[config.mk]
export PLATFORM = sky130hd
export DESIGN_NAME = slice_serial_subtractor
export DESIGN_NICKNAME = d
export VERILOG_FILES = /design/src/rtl/slice_serial_subtractor.sv
export SDC_FILE = /design/constraint.sdc
export NUM_CORES = 1
export LEC_CHECK = 0
export ABC_AREA = 1
export CAP_MARGIN = 10
export CORE_AREA = 2 2 74 76
export DETAILED_ROUTE_END_ITERATION = 10
export DIE_AREA = 0 0 76 78
export HOLD_SLACK_MARGIN = 0.08
export PLACE_DENSITY = 0.83
export SLEW_MARGIN = 30
export SYNTH_ARGS = -nofsm -noshare
export SYNTH_HDL_FRONTEND = slang
export SYNTH_SLANG_ARGS = --single-unit
export TNS_END_PERCENT = 5
[constraint.sdc]
create_clock -name clk -period 4.85 [get_ports clk]
set_input_delay 0.97 -clock clk [delete_from_list [all_inputs] [get_ports clk]]
set_output_delay 0.97 -clock clk [all_outputs]
set_load 0.05 [all_outputs]
[src/rtl/slice_serial_subtractor.sv]
// Multi-cycle WIDTH-bit subtractor (diff = a - b - bin), one SLICE-bit chunk per clock.
// Define SUB_SATURATE_EN to clamp diff to the signed limits on overflow.
module slice_serial_subtractor #(
  parameter int WIDTH = 16,
  parameter int SLICE = 4
) (
  input  logic             clk,
  input  logic             rst,
  input  logic             in_valid,
  output logic             in_ready,
  input  logic [WIDTH-1:0] a,
  input  logic [WIDTH-1:0] b,
  input  logic             bin,
  output logic             out_valid,
  input  logic             out_ready,
  output logic [WIDTH-1:0] diff,
  output logic             bout,
  output logic             ovf,
  output logic             zero
);

  localparam int N  = WIDTH / SLICE;
  localparam int CW = (N > 1) ? $clog2(N) : 1;

  typedef enum logic [1:0] {IDLE, RUN, DONE} state_t;

  state_t           state_q;
  logic [CW-1:0]    cnt_q;
  logic             carry_q;
  logic [WIDTH-1:0] a_q, b_q, diff_q;
  logic             bout_q, ovf_q, zero_q;

  int unsigned      base;
  logic [SLICE-1:0] a_s, b_s;
  logic [SLICE:0]   sum;
  logic [WIDTH-1:0] diff_d, res_d;
  logic             ovf_d;

  // Subtraction as a + ~b + carry, with the carry seeded from ~bin at accept.
  always_comb begin
    base   = 32'(cnt_q) * 32'(SLICE);
    a_s    = SLICE'(a_q >> base);
    b_s    = SLICE'(b_q >> base);
    sum    = {1'b0, a_s} + {1'b0, ~b_s} + {{SLICE{1'b0}}, carry_q};
    diff_d = (diff_q & ~(WIDTH'({SLICE{1'b1}}) << base))
           | (WIDTH'(sum[SLICE-1:0]) << base);
    ovf_d  = (a_q[WIDTH-1] != b_q[WIDTH-1]) && (diff_d[WIDTH-1] != a_q[WIDTH-1]);
    res_d  = diff_d;
`ifdef SUB_SATURATE_EN
    if (ovf_d) res_d = {a_q[WIDTH-1], {(WIDTH-1){~a_q[WIDTH-1]}}};
`endif
  end

  always_ff @(posedge clk) begin
    if (rst) begin
      state_q <= IDLE;
      cnt_q   <= '0;
      carry_q <= 1'b0;
      a_q     <= '0;
      b_q     <= '0;
      diff_q  <= '0;
      bout_q  <= 1'b0;
      ovf_q   <= 1'b0;
      zero_q  <= 1'b0;
    end else begin
      case (state_q)
        IDLE: begin
          if (in_valid) begin
            a_q     <= a;
            b_q     <= b;
            carry_q <= ~bin;
            cnt_q   <= '0;
            state_q <= RUN;
          end
        end
        RUN: begin
          carry_q <= sum[SLICE];
          if (cnt_q == CW'(N - 1)) begin
            diff_q  <= res_d;
            bout_q  <= ~sum[SLICE];
            ovf_q   <= ovf_d;
            zero_q  <= (res_d == '0);
            state_q <= DONE;
          end else begin
            diff_q <= diff_d;
            cnt_q  <= cnt_q + CW'(1);
          end
        end
        DONE: begin
          if (out_ready) state_q <= IDLE;
        end
        default: state_q <= IDLE;
      endcase
    end
  end

  assign in_ready  = (state_q == IDLE) && !rst;
  assign out_valid = (state_q == DONE);
  assign diff      = diff_q;
  assign bout      = bout_q;
  assign ovf       = ovf_q;
  assign zero      = zero_q;

endmodule

After elaboration in Yosys (flattened, before gate mapping). Index checks and enable logic that the tools add are counted.

Flip-flop bits (word level): 56. Input port bits: 37. Output and inout bits: 21. Word-level logic and storage cells: 51.

$add $sub $neg: 3. Equal/unequal tests: 9. Shift operators: 4. Multiplexer cells: 9. Bitwise logic cells: 6. Reductions and logical operators: 11.

Operator list (number): $shr A16 B4 Y4 (2); $and A16 B16 Y16 (1); $logic_not A16 Y1 (1); $not A16 Y16 (1); $or A16 B16 Y16 (1); $shl A4 B4 Y16 (1); $shl A4 B4 Y16 const A (1); $mux W2 (5); $ne A2 B2 Y1 const B (3); $pmux W2 S3 (1); $reduce_and A2 Y1 (3); $reduce_and A3 Y1 (2); $add A4 B4 Y5 (1); $add A5 B1 Y5 (1); $eq A2 B2 Y1 const B (2); $not A4 Y4 (1); $pmux W2 S2 (1); $add A2 B1 Y2 const B (1); $eq A2 B1 Y1 const B (1); $logic_and A1 B1 Y1 (2); $logic_not A2 Y1 (1); $ne A1 B1 Y1 (2); $ne A2 B1 Y1 const B (1); $not A1 Y1 (2); 4 further kinds (4).

Longest topological paths before layout.
Depth in word-level cells: 8. Mapped depth: 17. Mapped depth without buffers: 15.

Least setup slack after synthesis. OpenSTA, ideal clock, no wires.

Path kind: input port to output port. From: in rst. To: out in_ready. Arrival: 2221 ps. Setup slack: 1659 ps. Stages on the path: 2. Path buffers: 1. Cell sequence: buf_1 nor3_1.

Cells in the longest elaborated chain, start to end: 2.

RTL lines: from (decl) (line 8) `input logic rst,`; $logic_not A1 Y1 (line 97) `assign in_ready = (state_q == IDLE) && !rst;`; $logic_and A1 B1 Y1 (line 97); to (decl) (line 10) `output logic in_ready,`.

Every way passes these cells.

Final worst setup path. Ends and elaborated chain as after synthesis.

==> results.env <==
ROUTED-VIA-COUNT=2603
MULTI_INPUT_COMB_AREA_UM2=1360
POST-SYNTH-TOP-COUNT-CELL='nor2_1'
AREA.GROWTH.SYNTH_TO_FINAL_PCT=24.9
MAX_CAP_VIOLATIONS=0
POSTCTSRESIZEDCELLS=0
DP_SLACK_PS=1300
CLOCK-SINKS=56
SETUP-TNS-FINAL_PS=0
DIE_W_UM=76
ASYNCSETRESETFLOPFRACSYNTH=0
PERIOD_SHARE=0.732
CRITPATHARRIVALTIME_PS=2580
GRT_ANTENNA_BEFORE_REPAIR=0
FINALNETCOUNT=487
DRT_FIRST_PASS_ITERS=4
CORE_AREA_UM2=5040
MAX_SLEW_MARGIN=0.483
CTS-HOLD-FIX-BUFFERS=0
CTS_MADE_BUFFERS=5
GLOBALPLACE.CONGESTION=0.823
WORST_PIN_SLEW_PS=775
FP.DIEAREA_UM2=5930
HOLD_VIOLATIONS=0
SEQ_AREA_UM2=1120
FINCLKSKEW_PS=4.72
DRT.ANTENNA.VIOLATING_NETS=0
GRT_PASS1_VIAS=2423
PERIOD_MINUS_SLACK_PS=3550
CTS-HTREE-LEVELS=2
CTS_MAX_PATH_BUFFERS=2
TOTAL_POWER_mW=1.09
POST_SYNTH_MAIN_AREA_CONTRIBUTORS='dfxtp_1, nor2_1, o21ai_0'
MAXIMUM_NUMBER_OF_PINS_ON_ONE_NET_BEFORE_GLOBAL_ROUTE_REPAIR=37
CP-END-KIND='primary output'
SYNTH_WARN=0
ROW_COUNT=26
FINALMAXSLEWVIOLATIONS=0
SYNTH_TOP_CELL_AREA_SHARE=0.416
SYNTH.NET_COUNT=441
TRITONCTS_CLOCK_TREE='yes'
SYNTH_AREA_LEADER_CELL='dfxtp_1'
FP.DIEH_UM=78
CLK_TRANSITION_REPORTED_PATHS_PS=90
CP_DATA_REQUIRED_TIME_PS=3880
RUN_STATUS='complete, no violations'
VDD.IR_DROP.WORST_uV=189
POST_SYNTH_MOST_FREQUENT_CELLS='nor2_1, dfxtp_1, nand2_1, o21ai_0, inv_1'
IOPINCOUNT=58
ITER_0_DRT_VIOLATIONS=130
SYNTHCELLS=395
POSTSYNTHAREAPERCELL_UM2=6.82
SYNTH_ENABLE_FLOP_CELLS=0
FMAXACHIEVABLE_MHz=282
FIN_WORST_HOLD_SLACK_PS=466
YS_SEQ_ELEMENTS=56
TOTAL_LEAKAGE_POWER_nW=1.45
GRT_USAGE=0.211
NUMBER_OF_BUFFERS_ADDED_FOR_SETUP_AFTER_CTS=0
WIRELENGTH_UM=6040
GRT_REMAINING_OVERFLOW=0
ROOT_BUFFER='clkbuf_8'
FILL_COUNT=477
HOLD_PATH_CLASS='reg2reg'
DRIVE_GT1_FRAC=0.0476
RSZ0062_AT_GRT='no'
SYNTH_SEQ_AREA_SHARE=0.416
CELLPOWERDENSITY_nW_PER_UM2=324
PLACE.DETAILED.HPWL_UM=4330
SYN-CELL-AREA_UM2=2690
CRITICAL_PATH_START_TYPE='input pin'
WORST-PATH-MAX-FANOUT=22
SYNTH_TOP_FLOP_CELL='dfxtp_1'
SETUP_VIOL_COUNT_FINAL=0
SYNTH.LIB_CELLS_USED.DISTINCT=27
ANTENNA_CELLS=0
ROUTE.DETAILED.DRC=0
CLK_LATENCY_PS=310
ROUTEDWLPERCELL_UM=11.8
VIA_PER_INST=5.09
INITIAL_UTILIZATION=0.534
PORT-BUFFER-COUNT=57
TIMING.FINAL.WS_SETUP_PS=1300
START_TO_END_TYPE_OF_THE_WORST_SETUP_PATH='in2out'
FIRST_PASS_GRT_WIRE_LENGTH_UM=10300
==> worst paths after layout <==
check | from | to | slack, ps | cells past startpoint
worst max register to register | cnt_q[0] | zero | 1800 | 16
worst min register to register | diff[13] | diff[13] | 470 | 2
worst min-delay path | diff[13] | diff[13] | 470 | 2
worst max-delay path | rst | in_ready | 1300 | 4
==> cell type report <==
class	count	share of cell area
clock inverters	2	0.00372
repair buffers	60	0.176
multi-input cells	285	0.403
clock buffers	5	0.0205
well taps	70	0.0261
inverters	33	0.0368
flip-flops and latches	56	0.333
==> cells in the final DEF, fill, tap and decap left out, drive strengths merged <==
cell,count
nor2,111
o21ai,62
clkdlybuf4s50,57
dfxtp,56
nand2,55
inv,33
a21oi,18
nand3,12
ha,7
nand4,5
clkbuf,5
o22ai,4
a32o,3
buf,3
nor3,2
fa,2
or2,1
o21bai,1
a31oi,1
nand3b,1
clkinvlp,1
clkinv,1
==> power by group <==
part           total, mW  switching (mW)  internal (mW)
Sequential         0.516          0.0206          0.496
Clock              0.241           0.142         0.0980
Combinational      0.332           0.206          0.126
Total               1.09           0.369          0.720
==> critical path: stages <==
cell and delay, ps:
clkdlybuf4s50_1 400, buf_4 210, nor3_1 170, clkdlybuf4s50_1 830
==> state kept, by name (all words and copies together), names as in the netlist <==
register	cells
a_q	16
cnt_q	2
b_q	16
ovf	1
diff	16
state_q	2
carry_q	1
bout	1
zero	1
==> cells by family after synthesis <==
group	count (synthesis)	synth area share
adder cells (fa/ha/maj)	9	0.0474
AND/OR/NAND/NOR	187	0.279
buffers and inverters	54	0.0813
flip-flops	56	0.416
AO/OA/AOI/OAI	89	0.176
==> through the flow <==
| step | cells | util | area, um^2 |
|---|---|---|---|
| CTS | 511 | 0.666 | 3360 |
| floorplan | 395 | - | 2690 |
| global placement | 504 | 0.650 | 3280 |
| global route | 511 | 0.667 | 3360 |
| finish | 511 | 0.667 | 3360 |
| detailed placement | 504 | 0.650 | 3280 |
==> routing by layer <==
| layer | routed length (um) | part of all wire | vias to the layer above | GRT usage |
|---|---|---|---|---|
| li1 | - | - | 1361 | - |
| met1 | 2670 | 0.44 | 1169 | 0.242 |
| met2 | 3070 | 0.51 | 65 | 0.399 |
| met3 | 240 | 0.040 | 8 | 0.0442 |
| met4 | 64 | 0.011 | 0 | 0.0509 |
| met5 | 0 | 0 | - | 0 |
Power figures use the tool's default switching activity.
